===== config.mk =====
export PLATFORM = sky130hd
export DESIGN_NAME = alu_operand_stage_flat
export DESIGN_NICKNAME = d
export VERILOG_FILES = /design/src/rtl/alu_pkg.sv /design/src/rtl/alu_operand_stage_if.sv /design/src/rtl/reg_file_2r1w.sv /design/src/rtl/alu_operand_stage.sv /design/src/flat_wrapper.sv
export SDC_FILE = /design/constraint.sdc
export NUM_CORES = 2
export LEC_CHECK = 0
export ABC_AREA = 1
export ABC_CLOCK_PERIOD_IN_PS = 9030
export BUFFER_PORTS_ARGS = -buffer_cell sky130_fd_sc_hd__buf_2
export CAP_MARGIN = 25
export CORE_ASPECT_RATIO = 0.7
export CORE_MARGIN = 5
export CORE_UTILIZATION = 28
export DETAILED_ROUTE_END_ITERATION = 10
export GPL_ROUTABILITY_DRIVEN = 1
export PLACE_DENSITY = 0.42
export SYNTH_ARGS = -nofsm -noshare
export SYNTH_HDL_FRONTEND = slang
export SYNTH_SLANG_ARGS = --single-unit

===== constraint.sdc =====
create_clock -name clk -period 9.03 [get_ports clk]
set_clock_uncertainty 0.2 [all_clocks]
set_input_delay 1.3545 -clock clk [delete_from_list [all_inputs] [get_ports clk]]
set_output_delay 1.3545 -clock clk [all_outputs]
set_load 0.005 [all_outputs]

===== src/rtl/alu_pkg.sv =====
// ---------------------------------------------------------------------------
// alu_pkg : shared widths and ALU control encodings for the operand stage
// Revision: 1.0
// ---------------------------------------------------------------------------
`default_nettype none

package alu_pkg;

  localparam int XLEN      = 32;
  localparam int NREGS     = 32;
  localparam int REG_IDX_W = 5;
  localparam int CTRL_W    = 3;

  localparam logic [CTRL_W-1:0] ALU_ADD = 3'b000;
  localparam logic [CTRL_W-1:0] ALU_SUB = 3'b001;
  localparam logic [CTRL_W-1:0] ALU_AND = 3'b010;
  localparam logic [CTRL_W-1:0] ALU_XOR = 3'b011;
  localparam logic [CTRL_W-1:0] ALU_SLT = 3'b101;

  function automatic logic is_legal_ctrl(input logic [CTRL_W-1:0] ctrl);
    logic legal;
    case (ctrl)
      ALU_ADD, ALU_SUB, ALU_AND, ALU_XOR, ALU_SLT: legal = 1'b1;
      default:                                     legal = 1'b0;
    endcase
    return legal;
  endfunction

endpackage

`default_nettype wire


===== src/rtl/alu_operand_stage_if.sv =====
// ---------------------------------------------------------------------------
// alu_operand_stage_if : issue, write-back and ALU-side handshake bundle
// Revision: 1.0
// ---------------------------------------------------------------------------
`default_nettype none

interface alu_operand_stage_if;
  import alu_pkg::*;

  logic                 in_valid;
  logic                 in_ready;
  logic [REG_IDX_W-1:0] in_rs1;
  logic [REG_IDX_W-1:0] in_rs2;
  logic                 in_use_imm;
  logic [XLEN-1:0]      in_imm;
  logic [CTRL_W-1:0]    in_ctrl;
  logic [REG_IDX_W-1:0] in_rd;

  logic                 wb_en;
  logic [REG_IDX_W-1:0] wb_addr;
  logic [XLEN-1:0]      wb_data;

  logic                 out_valid;
  logic                 out_ready;
  logic [XLEN-1:0]      out_a;
  logic [XLEN-1:0]      out_b;
  logic [CTRL_W-1:0]    out_ctrl;
  logic [REG_IDX_W-1:0] out_rd;
  logic                 out_illegal;

  modport master (
    output in_valid, in_rs1, in_rs2, in_use_imm, in_imm, in_ctrl, in_rd,
    output wb_en, wb_addr, wb_data,
    output out_ready,
    input  in_ready,
    input  out_valid, out_a, out_b, out_ctrl, out_rd, out_illegal
  );

  modport slave (
    input  in_valid, in_rs1, in_rs2, in_use_imm, in_imm, in_ctrl, in_rd,
    input  wb_en, wb_addr, wb_data,
    input  out_ready,
    output in_ready,
    output out_valid, out_a, out_b, out_ctrl, out_rd, out_illegal
  );

endinterface

`default_nettype wire


===== src/rtl/reg_file_2r1w.sv =====
// ---------------------------------------------------------------------------
// reg_file_2r1w : integer register file, two combinational reads, one write
// Revision: 1.0
// ---------------------------------------------------------------------------
`default_nettype none

module reg_file_2r1w #(
  parameter int NREGS = 32,
  parameter int XLEN  = 32,
  parameter int IDX_W = 5
) (
  input  wire logic             clk,
  input  wire logic             rst,
  input  wire logic             i_wen,
  input  wire logic [IDX_W-1:0] i_waddr,
  input  wire logic [XLEN-1:0]  i_wdata,
  input  wire logic [IDX_W-1:0] i_raddr1,
  input  wire logic [IDX_W-1:0] i_raddr2,
  output logic      [XLEN-1:0]  o_rdata1,
  output logic      [XLEN-1:0]  o_rdata2
);

  logic [XLEN-1:0] r_regs [NREGS];
  logic            w_wr_live;

  // x0 is never written, so its entry keeps the reset value forever
  assign w_wr_live = i_wen && (i_waddr != '0);

  always_ff @(posedge clk) begin
    if (rst) begin
      for (int i = 0; i < NREGS; i++) begin
        r_regs[i] <= '0;
      end
    end else if (w_wr_live) begin
      r_regs[i_waddr] <= i_wdata;
    end
  end

  always_comb begin
    o_rdata1 = r_regs[i_raddr1];
    if (i_raddr1 == '0) begin
      o_rdata1 = '0;
    end else if (w_wr_live && (i_waddr == i_raddr1)) begin
      o_rdata1 = i_wdata;
    end
  end

  always_comb begin
    o_rdata2 = r_regs[i_raddr2];
    if (i_raddr2 == '0) begin
      o_rdata2 = '0;
    end else if (w_wr_live && (i_waddr == i_raddr2)) begin
      o_rdata2 = i_wdata;
    end
  end

endmodule

`default_nettype wire


===== src/rtl/alu_operand_stage.sv =====
// ---------------------------------------------------------------------------
// alu_operand_stage : register read + operand select into a one-entry slot
// Revision: 1.0
// ---------------------------------------------------------------------------
`default_nettype none

module alu_operand_stage
  import alu_pkg::*;
#(
  parameter int NREGS = alu_pkg::NREGS,
  parameter int XLEN  = alu_pkg::XLEN
) (
  input  wire logic          clk,
  input  wire logic          reset,
  alu_operand_stage_if.slave bus
);

  logic [XLEN-1:0]      w_rdata1;
  logic [XLEN-1:0]      w_rdata2;
  logic                 w_accept;

  logic                 r_valid;
  logic [XLEN-1:0]      r_a;
  logic [XLEN-1:0]      r_b;
  logic [CTRL_W-1:0]    r_ctrl;
  logic [REG_IDX_W-1:0] r_rd;
  logic                 r_illegal;

  reg_file_2r1w #(
    .NREGS (NREGS),
    .XLEN  (XLEN),
    .IDX_W (REG_IDX_W)
  ) u_rf (
    .clk      (clk),
    .rst      (reset),
    .i_wen    (bus.wb_en),
    .i_waddr  (bus.wb_addr),
    .i_wdata  (bus.wb_data),
    .i_raddr1 (bus.in_rs1),
    .i_raddr2 (bus.in_rs2),
    .o_rdata1 (w_rdata1),
    .o_rdata2 (w_rdata2)
  );

  assign bus.in_ready = !r_valid || bus.out_ready;
  assign w_accept     = bus.in_valid && bus.in_ready;

  // Payload only moves on accept; a drain just clears valid
  always_ff @(posedge clk) begin
    if (reset) begin
      r_valid   <= 1'b0;
      r_a       <= '0;
      r_b       <= '0;
      r_ctrl    <= '0;
      r_rd      <= '0;
      r_illegal <= 1'b0;
    end else if (w_accept) begin
      r_valid   <= 1'b1;
      r_a       <= w_rdata1;
      r_b       <= bus.in_use_imm ? bus.in_imm : w_rdata2;
      r_ctrl    <= bus.in_ctrl;
      r_rd      <= bus.in_rd;
      r_illegal <= !is_legal_ctrl(bus.in_ctrl);
    end else if (bus.out_ready) begin
      r_valid   <= 1'b0;
    end
  end

  assign bus.out_valid   = r_valid;
  assign bus.out_a       = r_a;
  assign bus.out_b       = r_b;
  assign bus.out_ctrl    = r_ctrl;
  assign bus.out_rd      = r_rd;
  assign bus.out_illegal = r_illegal;

endmodule

`default_nettype wire


===== src/flat_wrapper.sv =====
// flat-port wrapper written by rule: the top's interface ports become plain ports
module alu_operand_stage_flat import alu_pkg::*;
#(
  parameter int NREGS = alu_pkg::NREGS,
  parameter int XLEN  = alu_pkg::XLEN
)
  (clk, reset, bus_in_valid, bus_in_rs1, bus_in_rs2, bus_in_use_imm, bus_in_imm, bus_in_ctrl, bus_in_rd, bus_wb_en, bus_wb_addr, bus_wb_data, bus_out_ready, bus_in_ready, bus_out_valid, bus_out_a, bus_out_b, bus_out_ctrl, bus_out_rd, bus_out_illegal);
  alu_operand_stage_if bus_i ();
  input  wire logic clk;
  input  wire logic reset;
  input wire logic [$bits(bus_i.in_valid)-1:0] bus_in_valid;
  input wire logic [$bits(bus_i.in_rs1)-1:0] bus_in_rs1;
  input wire logic [$bits(bus_i.in_rs2)-1:0] bus_in_rs2;
  input wire logic [$bits(bus_i.in_use_imm)-1:0] bus_in_use_imm;
  input wire logic [$bits(bus_i.in_imm)-1:0] bus_in_imm;
  input wire logic [$bits(bus_i.in_ctrl)-1:0] bus_in_ctrl;
  input wire logic [$bits(bus_i.in_rd)-1:0] bus_in_rd;
  input wire logic [$bits(bus_i.wb_en)-1:0] bus_wb_en;
  input wire logic [$bits(bus_i.wb_addr)-1:0] bus_wb_addr;
  input wire logic [$bits(bus_i.wb_data)-1:0] bus_wb_data;
  input wire logic [$bits(bus_i.out_ready)-1:0] bus_out_ready;
  output wire logic [$bits(bus_i.in_ready)-1:0] bus_in_ready;
  output wire logic [$bits(bus_i.out_valid)-1:0] bus_out_valid;
  output wire logic [$bits(bus_i.out_a)-1:0] bus_out_a;
  output wire logic [$bits(bus_i.out_b)-1:0] bus_out_b;
  output wire logic [$bits(bus_i.out_ctrl)-1:0] bus_out_ctrl;
  output wire logic [$bits(bus_i.out_rd)-1:0] bus_out_rd;
  output wire logic [$bits(bus_i.out_illegal)-1:0] bus_out_illegal;
  assign bus_i.in_valid = bus_in_valid;
  assign bus_i.in_rs1 = bus_in_rs1;
  assign bus_i.in_rs2 = bus_in_rs2;
  assign bus_i.in_use_imm = bus_in_use_imm;
  assign bus_i.in_imm = bus_in_imm;
  assign bus_i.in_ctrl = bus_in_ctrl;
  assign bus_i.in_rd = bus_in_rd;
  assign bus_i.wb_en = bus_wb_en;
  assign bus_i.wb_addr = bus_wb_addr;
  assign bus_i.wb_data = bus_wb_data;
  assign bus_i.out_ready = bus_out_ready;
  assign bus_in_ready = bus_i.in_ready;
  assign bus_out_valid = bus_i.out_valid;
  assign bus_out_a = bus_i.out_a;
  assign bus_out_b = bus_i.out_b;
  assign bus_out_ctrl = bus_i.out_ctrl;
  assign bus_out_rd = bus_i.out_rd;
  assign bus_out_illegal = bus_i.out_illegal;
  alu_operand_stage #(.NREGS(NREGS), .XLEN(XLEN)) u_core (.clk(clk), .reset(reset), .bus(bus_i));
endmodule

* Word-level counts from Yosys, hierarchy flattened
Memory sizes are Yosys's and may differ from the RTL's.
Index checks and enable logic that the tools add are counted.
** Operators by class
- Multiplexer cells :: 18
- Reduce and logical (&&, ||, !) cells :: 14
- Equality and inequality tests :: 6
** Operators with widths (count)
- 2-to-1 mux 32 bit :: 6
- OR reduction 32 bit :: 1
- 2-to-1 mux 1 bit :: 11
- equality test 5 bit :: 2
- logical NOT 5 bit :: 2
- equality test 3 x 2 -> 1 bit, second input constant :: 2
- 2-to-1 mux 5 bit :: 1
- nonzero test 5 bit :: 1
- OR reduction 5 bit :: 1
- logical AND 1 bit :: 4
- equality test 3 x 1 -> 1 bit, second input constant :: 1
- equality test 3 bit, second input constant :: 1
- logical NOT 3 bit :: 1
- logical NOT 1 bit :: 2
- nonzero test 2 bit :: 1
- logical OR 1 bit :: 1
** Storage, ports and cells
- Flip-flop bits (word level) :: 74
- Memory bits (writable) :: 1024
- Memories kept :: 1
- Output and inout port bits :: 75
- Bits of input ports :: 93
** Memory list
- u_core.u_rf.r_regs :: words 32, width 32, read ports 2, clocked after memory_dff 0, wr ports 32, RTL line reg_file_2r1w.sv:23 : logic [XLEN-1:0] r_regs [NREGS];

* Depth between registers and ports, before layout
- Depth after elaboration :: 7
- Gate-level depth with buffers :: 14
- Mapped depth without buffers :: 11

* Cells and area by module
Synthesis repeated with hierarchy kept, for this count alone.
** Second synthesis, totals
- Cell total of the unflattened synthesis :: 7845
- Area total of the unflattened synthesis :: 61097.3 µm²
** By module, submodules not included
- reg_file_2r1w :: instances 1, seq. area each 30749.5 µm², area an instance 58108.2 µm², cells an instance 7417
- alu_operand_stage :: instances 1, seq. area each 1481.4 µm², area an instance 2989.1 µm², cells an instance 428

* Worst setup path before layout
No wires, ideal clock.
- Path type :: input to register
- Start point :: input port bus_wb_addr[3]
- End point :: memory u_core.u_rf.r_regs[17][0], enable pin
- Data required time :: 8352 ps
- Slack :: 5241 ps
- Buffers on the path :: 2
- Library setup time :: 478 ps
- Stages :: 10
- Arrival time :: 3111 ps
- Cell sequence :: buf_2 inv_2 nand3_1 o21ai_1 nor2_1 nand3_1 inv_2 nand2_1 clkbuf_1 nand2_1
** RTL lines
- from (decl) :: RTL line flat_wrapper.sv:19 : input wire logic [$bits(bus_i.wb_addr)-1:0] bus_wb_addr;
- to (decl) :: RTL line reg_file_2r1w.sv:23

* Worst setup path in the final report
- Start point :: input port bus_in_rs2[1]
- End point :: register u_core.r_b[15] (netlist: u_core.bus.out_b[15])
** Between the ends
- Longest elaborated chain between the ends :: 5
** RTL lines
- from (decl) :: RTL line flat_wrapper.sv:13 : input wire logic [$bits(bus_i.in_rs2)-1:0] bus_in_rs2;
- parallel branches: the longest is 3 deep, another holds memory (32 x 32 bit)
- 2-to-1 mux 32 bit * :: RTL line reg_file_2r1w.sv:50 : if (i_raddr2 == '0) begin
- 2-to-1 mux 32 bit * :: RTL line alu_operand_stage.sv:60 : r_b <= bus.in_use_imm ? bus.in_imm : w_rdata2;
- to (signal assigned) :: RTL line alu_operand_stage.sv:60
- to (decl) :: RTL line alu_operand_stage.sv:24 : logic [XLEN-1:0] r_b;
Mark *: on every way between the ends.
A chain may end at the register's enable or synchronous reset.

==> impl_summary.md <==
Run status
The flow ran to the end, and the final reports show no timing, DRC or antenna violations.

Placed design
The count of input and output buffers is about 170. The final estimated routing congestion in global placement is roughly 0.91. The placed instance count is roughly 11000. Summed over all nets, the half-perimeter wirelength after detailed placement is 186000 um. The area of placed instances is roughly 66000 um2.

Routing
The via count of the routed design is slightly below 60000. In the routed layout, each cell is associated on average with a via count of around 5.2. Wires add up to around 320000 um. Before antenna repair, the detailed router went through 6 iterations.

After detailed routing, the number of remaining DRC violations is 0. The starting DRC count in detailed routing is about 8900. In this run the remaining antenna-violating nets after routing total 0. The detailed-route wire length per cell is 27.8 um.

Yosys
The number of different library cells in the post-synthesis netlist is 22. After synthesis, the mean cell area works out to around 7.3 um2. Counting flops with an async set or reset pin after synthesis yields a share of 0%. Synthesis produced approximately 8600 cells. The number of synthesized flops with an enable pin is between 1000 and 1500. For this run, the number of Yosys warnings is 0.

The most used flip-flop cell after synthesis is sky130_fd_sc_hd__edfxtp_1. The area of the mapped netlist is between 60000 and 70000 um2. The sequential-to-total area share from yosys stat is about half. Counting flops and latches in the post-synthesis netlist gives 1098.

Critical path
The kind of start point of the critical path is an input port. For this design, the slowest cell found on the critical path is sky130_fd_sc_hd__buf_4. The type of the worst setup path is input port to flip-flop. In this design, the stage delay of the slowest critical-path cell is 0.75 ns. The endpoint arrival time on the critical path is ~5.4 ns. Together, buffers and inverters on the worst path number 4. Among the stages of the critical path, the cell type that occurs most often is sky130_fd_sc_hd__nand2_1. The required time at the worst-slack endpoint is around 9.5 ns.

The maximum fanout count along the critical path is slightly above 50. The critical path goes through buf_6 -> inv_6 -> nor2_4 -> buf_4 -> buf_4 -> nand2_1 -> nor2_1 -> nor2_1 -> nand2_1 -> nand3_1 -> nand2_1 -> nand2_1 -> nand2_1 -> a21oi_1. The worst setup path is captured at a flip-flop. The cell class contributing the biggest share of worst-path delay is buffers and inverters.

STA
The count of final hold-check violations is 0. The final hold slack is approximately 0.27 ns. Dividing the final minimum period by the clock period gives between 50% and 60%. The total negative slack is 0 ns. At the pin with the least slew margin, the transition time is between 1 and 1.5 ns. The max-slew violation total from the final report is 0. In this run the tightest slew margin relative to its limit is a little under an eighth.

The post-route minimum period is 4.96 ns. Setup repair after global routing left no endpoint under its margin. The timing-limited maximum frequency is ~200 MHz. The setup-violating endpoint count in the final report is 0.

Floorplanning
The initial core utilization is between 20% and 30%. The total die area is 232000 um2. The site row count is 144. The die is roughly 570 um wide.

In this run the count of I/O pins placed on the die edge is 168. The floorplan step defined a core boundary enclosing about 220000 um2. The vertical extent of the die is ~400 um.

Clock tree
The post-CTS setup buffer count is 0. The total of cells resized after clock tree synthesis is 0. The number of buffers added by the clock tree synthesis step is 120. For this design, the CTS-stage hold fixing added 0 buffers. TritonCTS built the clock tree. The root buffer cell chosen for the clock tree is sky130_fd_sc_hd__clkbuf_16. After clock tree synthesis, the clock-pin slew on the worst setup and hold paths is 0.07 ns. The tree built by TritonCTS fans out to 1098 sinks.

Clock latency on the worst-skew pair, taken at its later pin, is a little under 0.8 ns. No sink is reached through more buffers than the 3 on the longest clock path. The number of H-tree levels is 3.

Final layout
The count of placed standard cells in the final layout, fillers left out is between 10000 and 15000. The area added between synthesis and finish is 12.1%. The final-stage net count is approximately 8500. The leading cell type in the layout, fill and taps excluded is sky130_fd_sc_hd__nand2_1. The post-route netlist has roughly 6.8% of its cells at a drive strength greater than 1. The finished cells cover between 60000 and 70000 um2. The top cell types in the final layout, fill and taps aside, are sky130_fd_sc_hd__nand2_1 (2831), sky130_fd_sc_hd__nor2_1 (1772), sky130_fd_sc_hd__nand3_1 (1191).

At the end of the flow the core is filled with cells to around a third.

Pwr
The maximum vdd ir drop is 207 uV. The power per unit of standard cell area is 187 nW/um2. The leakage dissipation is 31.4 nW.

Global routing
The number of antenna violations at the first check in global routing was 35. The first global-routing pass estimated about 430000 um of wire. After global routing the overflow that remains totals 0. Entering global routing, the biggest net connects 161 pins. Global routing used approximately a quarter of the available tracks. The number of global-route vias before repair is ~54000.

Job
The tool flagged a number of max-cap violations equal to 0.

Hold path
The path class of the tightest hold or removal check is flip-flop to flip-flop.
metrics by stage:
stage | setup WS (ns) | power, mW
3_5_place_dp | 3.39 | 8.06
6_report | 4.07 | 13.1
4_1_cts | 4.23 | 13.1
5_1_grt | 4.03 | 13.5
2_1_floorplan | 5.24 | 7.10
3_3_place_gp | 3.40 | 8.06
cells by family (layout without fill, tap and decap cells):
logic type | count (synthesis) | in the layout | share of synthesized area, %
other | 1 | 37 | 0.00602
flip-flops | 1098 | 1098 | 51.8
AND/OR/NAND/NOR | 5865 | 5865 | 37.8
AO/OA/AOI/OAI | 178 | 178 | 1.57
XOR/XNOR | 8 | 8 | 0.113
buffers and inverters | 1413 | 1314 | 8.79
metal layers:
metal	wire length, um	global-route usage, %	vias to the layer above
li1	-	-	26500
met1	140000	38.5	28900
met2	123000	35.4	3425
met3	40800	8.47	530
met4	13400	9.73	8
met5	102	0	-
power by group:
group	leakage [nW]	switching (mW)	internal, mW
Sequential	10.4	0.126	5.84
Clock	1.87	2.30	2.74
Combinational	19.2	1.62	0.443
flip-flops by register name (all words and copies together) (netlist names):
| signal | cells |
|---|---|
| u_core.u_rf.r_regs | 1024 |
| u_core.bus.out_a | 32 |
| u_core.bus.out_b | 32 |
| u_core.bus.out_rd | 5 |
| u_core.bus.out_ctrl | 3 |
| u_core.bus.out_illegal | 1 |
| u_core.bus.out_valid | 1 |
synth_stat cells (all sizes together), types with 6 or more instances:
library cell / number / share of area (%)
nor2: 1777 / 11
nor3: 7 / 0.056
edfxtp: 1024 / 49
nand3: 1191 / 9.6
clkbuf: 456 / 2.7
o21bai: 32 / 0.39
xnor2: 6 / 0.084
o21ai: 42 / 0.34
buf: 195 / 1.5
a21oi: 102 / 0.82
dfxtp: 74 / 2.4
nand2: 2889 / 17
inv: 761 / 4.6
cell type report:
type	instances	area, um2
Fill cell	23500	151000
Inverter	762	2890
Antenna cell	5	12.5
Clock buffer	173	3470
Multi-Input combinational cell	6083	24900
Clock inverter	50	355
Timing Repair Buffer	329	2320
Sequential cell	1098	32200
Tap cell	2920	3650
worst register-to-register path, cell delays in order (launching register included):
cell,delay (ns)
sky130_fd_sc_hd__dfxtp_1,0.33
sky130_fd_sc_hd__nand2_1,0.10
sky130_fd_sc_hd__nand2_2,0.57
sky130_fd_sc_hd__inv_2,0.15
sky130_fd_sc_hd__nand2_1,0.56
sky130_fd_sc_hd__buf_4,0.43
sky130_fd_sc_hd__o21bai_1,0.19
sky130_fd_sc_hd__inv_1,0.06
sky130_fd_sc_hd__nand2_1,0.07
sky130_fd_sc_hd__a21oi_1,0.06
worst paths after layout:
kind | from | slack (ns) | cells past startpoint | to
max | bus_in_rs2[1] | 4.07 | 14 | u_core.bus.out_b[15]$_SDFFE_PP0P_
max reg2reg | u_core.bus.out_valid$_SDFFE_PP0P_ | 6.13 | 9 | u_core.bus.out_a[12]$_SDFFE_PP0P_
min | u_core.bus.out_illegal$_SDFFE_PP0P_ | 0.27 | 2 | u_core.bus.out_illegal$_SDFFE_PP0P_
min reg2reg | u_core.bus.out_illegal$_SDFFE_PP0P_ | 0.27 | 2 | u_core.bus.out_illegal$_SDFFE_PP0P_
(Power assumes the default switching activity.)
